File: src/rtl/nic8_pkg.sv
// nic8_pkg: shared types and constants for the nic8 sequencer slice.
// Holds the sequencer state encoding, instruction-register field positions,
// and the default width of the retired-instruction counter.
package nic8_pkg;

  // Sequencer states; the encoding is visible on debug taps, so it is fixed.
  typedef enum logic [1:0] {
    RESET_HOLD = 2'd0,
    FETCH      = 2'd1,
    EXEC       = 2'd2,
    HALTED     = 2'd3
  } state_t;

  // Instruction register layout: [0] indexed, [3:1] source, [5:4] destination.
  localparam int INDEXED_BIT = 0;
  localparam int IR_SRC_LSB  = 1;
  localparam int IR_SRC_MSB  = 3;
  localparam int IR_DEST_LSB = 4;
  localparam int IR_DEST_MSB = 5;

  // Default retired-instruction counter width.
  localparam int COUNT_W_DEFAULT = 16;

  // An indexed instruction carries no immediate byte after the opcode.
  function automatic logic ir_is_indexed(input logic [7:0] ir_val);
    return ir_val[INDEXED_BIT];
  endfunction

endpackage

File: src/rtl/nic8_instr_counter.sv
// nic8_instr_counter: retired-instruction counter, wraps at 2^COUNT_W.
// Synchronous clear has priority over increment.
module nic8_instr_counter
  import nic8_pkg::*;
#(
  parameter int COUNT_W = COUNT_W_DEFAULT
) (
  input  logic               clk,
  input  logic               reset,
  input  logic               clr,
  input  logic               inc,
  output logic [COUNT_W-1:0] count
);

  logic [COUNT_W-1:0] r_count;

  // Count retired instructions; natural binary wrap at the top value.
  always_ff @(posedge clk or posedge reset) begin
    if (reset) begin
      r_count <= '0;
    end else if (clr) begin
      r_count <= '0;
    end else if (inc) begin
      r_count <= r_count + {{(COUNT_W-1){1'b0}}, 1'b1};
    end else begin
      r_count <= r_count;
    end
  end

  assign count = r_count;

endmodule

File: src/rtl/cpu_sequencer.sv
// cpu_sequencer: two-phase fetch/execute sequencer for the nic8 CPU.
// Owns the instruction boundary and the run/step/halt front-panel control.
// Optional feature: define NIC8_BREAKPOINT_EN to add a PC breakpoint
// (bp_valid/bp_addr inputs, bp_hit output).
module cpu_sequencer
  import nic8_pkg::*;
#(
  parameter int COUNT_W      = COUNT_W_DEFAULT,
  parameter int RESET_CYCLES = 2
) (
  input  logic               clk,
  input  logic               reset,
  input  logic               run,
  input  logic               step,
  input  logic [7:0]         ir,
  input  logic               do_jump,
  input  logic [7:0]         pc,
  output logic               pc_clear,
  output logic               fetch,
  output logic               exec_en,
  output logic               pc_inc,
  output logic               halted,
  output logic               step_done,
`ifdef NIC8_BREAKPOINT_EN
  input  logic               bp_valid,
  input  logic [7:0]         bp_addr,
  output logic               bp_hit,
`endif
  output logic [COUNT_W-1:0] instr_count
);

  localparam logic [3:0] HOLD_LAST = 4'(RESET_CYCLES - 1);

  state_t     r_state;
  state_t     w_state_nxt;
  logic [3:0] r_hold;
  logic [3:0] w_hold_nxt;
  logic       r_step;
  logic       w_step_nxt;
  logic       r_step_done;
  logic       w_unused;

`ifdef NIC8_BREAKPOINT_EN
  // r_bp_arm: the current FETCH was entered by run (from EXEC or HALTED),
  // so the breakpoint compare applies; step-initiated fetches leave it clear.
  logic r_bp_arm;
  logic w_bp_arm_nxt;
  assign w_unused = ^ir[7:1];
`else
  assign w_unused = ^{ir[7:1], pc};
`endif

  // State register, reset-hold edge counter and single-step flag.
  always_ff @(posedge clk or posedge reset) begin
    if (reset) begin
      r_state <= RESET_HOLD;
      r_hold  <= 4'd0;
      r_step  <= 1'b0;
    end else begin
      r_state <= w_state_nxt;
      r_hold  <= w_hold_nxt;
      r_step  <= w_step_nxt;
    end
  end

`ifdef NIC8_BREAKPOINT_EN
  // Remember whether the upcoming fetch must be compared against bp_addr.
  always_ff @(posedge clk or posedge reset) begin
    if (reset) begin
      r_bp_arm <= 1'b0;
    end else begin
      r_bp_arm <= w_bp_arm_nxt;
    end
  end
`endif

  // Registered pulse: a stepped instruction retires at this edge.
  always_ff @(posedge clk or posedge reset) begin
    if (reset) begin
      r_step_done <= 1'b0;
    end else begin
      r_step_done <= (r_state == EXEC) & r_step;
    end
  end

  // Next-state and strobe decode.
  always_comb begin
    w_state_nxt = r_state;
    w_hold_nxt  = r_hold;
    w_step_nxt  = r_step;
    pc_clear    = 1'b0;
    fetch       = 1'b0;
    exec_en     = 1'b0;
    pc_inc      = 1'b0;
    halted      = 1'b0;
`ifdef NIC8_BREAKPOINT_EN
    w_bp_arm_nxt = 1'b0;
    bp_hit       = 1'b0;
`endif
    case (r_state)
      RESET_HOLD: begin
        pc_clear = 1'b1;
        halted   = 1'b1;
        if (r_hold == HOLD_LAST) begin
          w_hold_nxt  = 4'd0;
          w_state_nxt = run ? FETCH : HALTED;
        end else begin
          w_hold_nxt = r_hold + 4'd1;
        end
      end
      FETCH: begin
`ifdef NIC8_BREAKPOINT_EN
        if (r_bp_arm && bp_valid && (pc == bp_addr)) begin
          // Stop before loading the breakpoint instruction.
          bp_hit      = 1'b1;
          w_state_nxt = HALTED;
        end else begin
          fetch       = 1'b1;
          pc_inc      = 1'b1;
          w_state_nxt = EXEC;
        end
`else
        fetch       = 1'b1;
        pc_inc      = 1'b1;
        w_state_nxt = EXEC;
`endif
      end
      EXEC: begin
        exec_en = 1'b1;
        // Immediate operand byte is consumed unless a taken jump loads PC.
        pc_inc  = ~ir_is_indexed(ir) & ~do_jump;
        if (r_step) begin
          w_step_nxt  = 1'b0;
          w_state_nxt = HALTED;
        end else if (run) begin
          w_state_nxt = FETCH;
`ifdef NIC8_BREAKPOINT_EN
          w_bp_arm_nxt = 1'b1;
`endif
        end else begin
          w_state_nxt = HALTED;
        end
      end
      HALTED: begin
        halted = 1'b1;
        if (run) begin
          w_state_nxt = FETCH;
`ifdef NIC8_BREAKPOINT_EN
          w_bp_arm_nxt = 1'b1;
`endif
        end else if (step) begin
          w_step_nxt  = 1'b1;
          w_state_nxt = FETCH;
        end else begin
          w_state_nxt = HALTED;
        end
      end
      default: begin
        w_state_nxt = RESET_HOLD;
        w_hold_nxt  = 4'd0;
        w_step_nxt  = 1'b0;
      end
    endcase
  end

  nic8_instr_counter #(
    .COUNT_W (COUNT_W)
  ) u_instr_counter (
    .clk   (clk),
    .reset (reset),
    .clr   (r_state == RESET_HOLD),
    .inc   (r_state == EXEC),
    .count (instr_count)
  );

  assign step_done = r_step_done;

endmodule
File: config.mk
export PLATFORM = sky130hd
export DESIGN_NAME = cpu_sequencer
export DESIGN_NICKNAME = d
export VERILOG_FILES = /design/src/rtl/nic8_pkg.sv /design/src/rtl/nic8_instr_counter.sv /design/src/rtl/cpu_sequencer.sv
export SDC_FILE = /design/constraint.sdc
export NUM_CORES = 1
export LEC_CHECK = 0
export BUFFER_PORTS_ARGS = -buffer_cell sky130_fd_sc_hd__buf_2
export CORE_ASPECT_RATIO = 0.7
export CORE_MARGIN = 1.5
export CORE_UTILIZATION = 49
export DETAILED_ROUTE_END_ITERATION = 6
export PLACE_DENSITY = 0.76
export RECOVER_POWER = 25
export SYNTH_ARGS = -nofsm -noshare
export SYNTH_HDL_FRONTEND = slang
export SYNTH_SLANG_ARGS = --single-unit
File: constraint.sdc
create_clock -name clk -period 2.21 [get_ports clk]
set_input_delay 0.663 -clock clk [delete_from_list [all_inputs] [get_ports clk]]
set_output_delay 0.663 -clock clk [all_outputs]
set_load 0.02 [all_outputs]
[After elaboration in Yosys (flattened, before gate mapping)]
Index checks and enable logic that the tools add are counted.
Storage, ports and cells
  bits in registers: 24
  logic and storage cells: 40
  output and inout bits: 22
  bits of input ports: 21
Cells by class
  bitwise logic cells: 4
  mux-type cells: 17
  equal/unequal tests: 7
  reductions and logical operators: 5
  add/sub/neg operators: 2
Operators with widths (number)
  $mux 16: 2
  $add 16x1->16 const B: 1
  $mux 2: 5
  $pmux 2 s4: 1
  $mux 1: 6
  $ne 2x2->1 const B: 3
  $add 4x1->4 const B: 1
  $eq 2x2->1 const B: 2
  $eq 4x1->1 const B: 1
  $mux 4: 1
  $pmux 1 s2: 2
  $reduce_bool 2->1: 2
  $reduce_and 3->1: 1
  $and 1x1->1: 2
  $eq 2x1->1 const B: 1
  $logic_not 2->1: 1
  $not 1->1: 2
  $reduce_or 2->1: 1

[Logic depth before layout (Yosys ltp)]
  depth in word-level cells: 3
  depth in mapped cells: 8
  gate-level depth less buffers: 6

[By module]
A second synthesis with hierarchy kept.
Unflattened totals
  cells, all modules: 126
  area, all modules: 1267.5 µm²
By module, submodules not included
  nic8_instr_counter: sequential area each 400.4 µm², area an instance 808.3 µm², instances 1, cells each 82
  cpu_sequencer: sequential area each 200.2 µm², area an instance 459.2 µm², instances 1, cells each 44

[Worst setup path after synthesis]
OpenSTA, ideal clock, no wires.
  path kind: register to register
  from: register r_state[0]
  to: register u_instr_counter.r_count[15], in the netlist u_instr_counter.count[15]
  stages on the path, launching flop included: 9
  data required time: 2082 ps
  path buffers: 2
  clock period less this slack: 1977 ps
  path slack: 233 ps
  arrival time: 1849 ps
  setup time: 128 ps
  cell sequence: dfrtp_1 inv_1 ha_1 buf_4 and4_1 buf_4 nand3_4 nor3_1 mux2_1
Between the ends
  cells in the longest elaborated chain, start to end: 2
  elaborated cells between the ends (all ways): 4
  those cells by class: 1 x eq/ne; 1 x mux; 2 x reduce/logical
RTL lines
  from (decl): RTL line cpu_sequencer.sv:34  | state_t r_state;
  from (signal assigned): RTL line cpu_sequencer.sv:60  | r_state <= w_state_nxt;
  $eq 2x2->1 or $logic_not 2->1 (tied branches): RTL line cpu_sequencer.sv:172, cpu_sequencer.sv:171
  $reduce_bool 2->1 (no source line) or $mux 16 (tied branches)
  to (signal assigned): RTL line nic8_instr_counter.sv:24  | r_count <= r_count + {{(COUNT_W-1){1'b0}}, 1'b1};
  to (signal assigned): RTL line nic8_instr_counter.sv:26  | r_count <= r_count;
  to (decl): RTL line nic8_instr_counter.sv:15  | logic [COUNT_W-1:0] r_count;
Several ways; a longest one is shown, not always the timed one.
A chain may end at the register's enable or synchronous reset.

[Worst setup path after layout]
  from: register r_state[1]
  to: output pc_inc
Between the ends
  cells in the longest elaborated chain, start to end: 2
  elaborated cells between the ends (all ways): 3
  those cells by class: 2 x eq/ne; 1 x mux
RTL lines
  $eq 2x2->1 or $eq 2x1->1 (tied branches): RTL line cpu_sequencer.sv:100  | case (r_state)
  $pmux 1 s2 *: RTL line cpu_sequencer.sv:100
  to (decl): RTL line cpu_sequencer.sv:21  | output logic pc_inc,
Mark *: on every way between the ends. The rest lies on a longest branch, timed or not.

==> results.txt <==
The run finished with clean final reports. Synthesis instantiated 28 different standard cells from the library. The total number of vias is 937. The count of nets left with antenna violations after detail routing is 0. The element type at the critical path start is a register.

The total half-perimeter wirelength after legalization and detailed placement came out at 1710 um. After clock tree synthesis, the clock-pin slew on the worst setup and hold paths is 130 ps. TritonCTS built the clock tree.

The number of hold-repair buffers added at the cts stage is 0. The post-synthesis average cell area came out at 10.2 um2. Among all stages on the critical path, the largest delay is contributed by dfrtp_1. At the pin with the least slew margin, the transition time is 1260 ps.

In the global route stage, overall resource usage came out at 0.179. The required arrival time at the worst endpoint came out at 1550 ps. The number of maximum-capacitance constraint violations came out at 0.

In the global route stage, met2 resource usage came out at 0.318. Wires add up to 2360 um. The number of clock sinks came out at 24.

The global route total overflow is 0. The final estimated routing congestion in global placement came out at 0.828. The global-route met3 utilization came out at 0.0524. The smallest clock period supported by the final layout is computed as 2090 ps. By area the synthesized netlist is led by dfrtp_1 48%, xor2_1 7.7%, ha_1 6.0%. The total number of H-tree levels is 1. The share of cells above drive strength 1 came out at 0.260.

The worst path arrival time came out at 1420 ps. The die outline width came out at 63.4 um. The number of nets in the synthesized netlist came out at 150.

The count of flip-flops with a built-in enable after synthesis came out at 0. The filler cell count is 223. The most prevalent standard cell on the critical path is inv_1. The maximum buffer depth of the clock tree is 2. The largest net degree at the start of global routing is 26. The worst clock skew came out at 7.58 ps. The most used flip-flop cell after synthesis is dfrtp_1. For this block, the initial DRC count from the detailed router was 23. The final number of setup-violating endpoints came out at 0. The final number of hold-violating endpoints was 0.

In the layout the commonest cells are 27 x buf_2, 24 x dfrtp_1, 19 x nor2_1. The cell count of the worst reg-to-reg path came out at 6. After detailed routing, the number of remaining DRC violations is 0. For this run, the post-layout net count is 182. The number of buffer and inverter stages on the critical path came out at 3.

The top fanout value on the critical path is 4. The worst vdd rail ir drop is 0.000590 V. The total of warnings raised by yosys is 0. The largest total area in the synthesized netlist belongs to dfrtp_1.

The hold-critical path depth came out at 2. The placeable core area came out at 0.00244 mm2. The share of the synthesized area in the top cell type came out at 0.480.

The cell family contributing the most delay on the critical path is flip-flops. Dividing the final minimum period by the clock period gives 0.944. The growth of design area from synthesis to finish came out at 17.0%. The first-pass detailed-route iteration total is 4. Input and output buffers added on the ports amount to 27. The setup TNS after final layout came out at 0 ps. The path with the worst hold slack has its endpoint at r_step$_DFFE_PP0P_. The power per standard cell area is 920 mW/mm2. The worst hold path belongs to the class register to register. The launch instance of the worst register-to-register path is r_state[0]$_DFFE_PP0P_. The fraction of registers with async set/reset came out at 1.00. The later-pin clock latency in the skew report is 320 ps. The worst hold path startpoint is r_step$_DFFE_PP0P_. The share of the Yosys chip area taken by registers is 0.480.

The maximum frequency from static timing analysis came out at 479 MHz. The die area is 0.00287 mm2. The mean routed wirelength per cell came out at 12.5 um. The number of storage elements in the synthesis netlist is 24. During I/O placement, the number of pins put on the boundary was 43. The clock buffer count from CTS is 3. The die is 45.3 um tall. Synthesis produced 123 cells.

The clock root buffer is clkbuf_4. The initial core utilization is 0.513. The global-route track usage on met1 came out at 0.226. The via count of the first global-routing pass is 904. The wire length of the first global-routing pass came out at 3920 um. The register-to-register setup slack came out at 390 ps. The worst reg2reg path endpoint is u_instr_counter.count[15]$_DFFE_PP0P_. The via count normalized by instance count came out at 4.98.

met2 is the most crowded layer. The max-slew violation total from the final report came out at 0. The synthesized netlist occupies a cell area of 0.00125 mm2.

The final standard cell utilization of the core is 0.601. The endpoint type of the worst setup path is an output pin. The number of rows created at floorplan is 15. The signal on the critical path passes through inv_1, ha_1, inv_1, nor2_1, buf_2. The initial antenna violation count came out at 0. Setup repair after global routing left no endpoint under its margin. 0 antenna diodes ended up in the layout.

The most common library cell in the layout ignoring fill and taps is buf_2. The worst pin sits at a relative slew slack of 0.158. The static leakage is 0.754 nW.

The worst setup path category is register to output pin. The delay contributed by the slowest stage of the critical path came out at 410 ps.
==> through the flow <==
step | cells | hold slack (ps) | power, mW | cell area [um2] | setup slack, ps
after floorplan | 123 | 463 | 0.951 | 1250 | 233
after global placement | 183 | 482 | 1.08 | 1420 | 400
after detailed placement | 183 | 502 | 1.12 | 1420 | 359
after CTS | 187 | 355 | 1.35 | 1460 | 66.7
after global routing | 188 | 523 | 1.45 | 1470 | 17.4
final | 188 | 527 | 1.35 | 1470 | 124
==> timing repair <==
action / CTS / global route
resized for setup: 0 / 1
buffers inserted: 0 / 1
setup endpoints to repair: 0 / 1
==> synth_stat cells (2+ instances only) <==
master   number
and2_1        2
buf_6         2
xnor2_1       4
buf_4         2
nand3_4       2
ha_1          6
a21oi_1       5
nand2_1       8
and4_1        3
dfrtp_1      24
nor2_1       19
nand3_1       3
xor2_1       11
or3_1         2
nand4_1       6
o21ai_0       5
inv_1         7
and3_1        2
==> sequential cells by signal, summed over array words and instances (netlist names) <==
signal,cells
r_state,2
u_instr_counter.count,16
r_hold,4
r_step,1
step_done,1
==> worst max path at each step <==
| stage | to | from | depth (start not counted) | slack [ps] |
|---|---|---|---|---|
| 5_1_grt | pc_inc | r_state[0]$_DFFE_PP0P_ | 5 | 20 |
| 2_1_floorplan | u_instr_counter.count[15]$_DFFE_PP0P_ | r_state[0]$_DFFE_PP0P_ | 8 | 230 |
| 3_5_place_dp | pc_inc | ir[0] | 5 | 360 |
| 6_report | pc_inc | r_state[1]$_DFFE_PP0P_ | 5 | 120 |
| 3_3_place_gp | pc_inc | ir[0] | 5 | 400 |
| 4_1_cts | pc_inc | r_state[0]$_DFFE_PP0P_ | 5 | 70 |
==> power breakdown <==
group	total (mW)	internal [mW]	switching (mW)
sequential	0.564	0.501	0.0625
clock	0.231	0.101	0.130
combinational	0.552	0.203	0.350
==> cell type report <==
cell class	count	area, um2	area share
Clock buffer	4	36.3	0.0248
Inverter	7	26.3	0.0179
Multi-Input combinational cell	86	583	0.398
Sequential cell	24	601	0.410
Tap cell	34	42.5	0.0290
Timing Repair Buffer	33	176	0.120
==> worst register-to-register path, delay by kind of cell (launching register included) <==
family | cells | cell delay [ps]
buf+inv | 1 | 100
fa+ha+maj | 1 | 220
flops | 1 | 430
simple gates | 3 | 610
mux | 1 | 340
==> kinds of logic (layout without fill, tap and decap cells) <==
kind of cell               Yosys count  after routing  share of synthesized area
adders and majority gates            6              6                     0.0599
AOI/OAI and AO/OA                   13             13                     0.0659
DFF                                 24             24                      0.480
and+or+nand+nor                     50             50                      0.216
muxes                                2              2                     0.0170
buffers and inverters               13             44                     0.0569
xor gates and xnor gates            15             15                      0.105
==> routing by layer <==
layer,share of wire,up-vias
met4,0,0
met1,0.47,449
met5,0,-
met3,0.034,0
met2,0.50,17
li1,-,471
(Power assumes the default switching activity.)
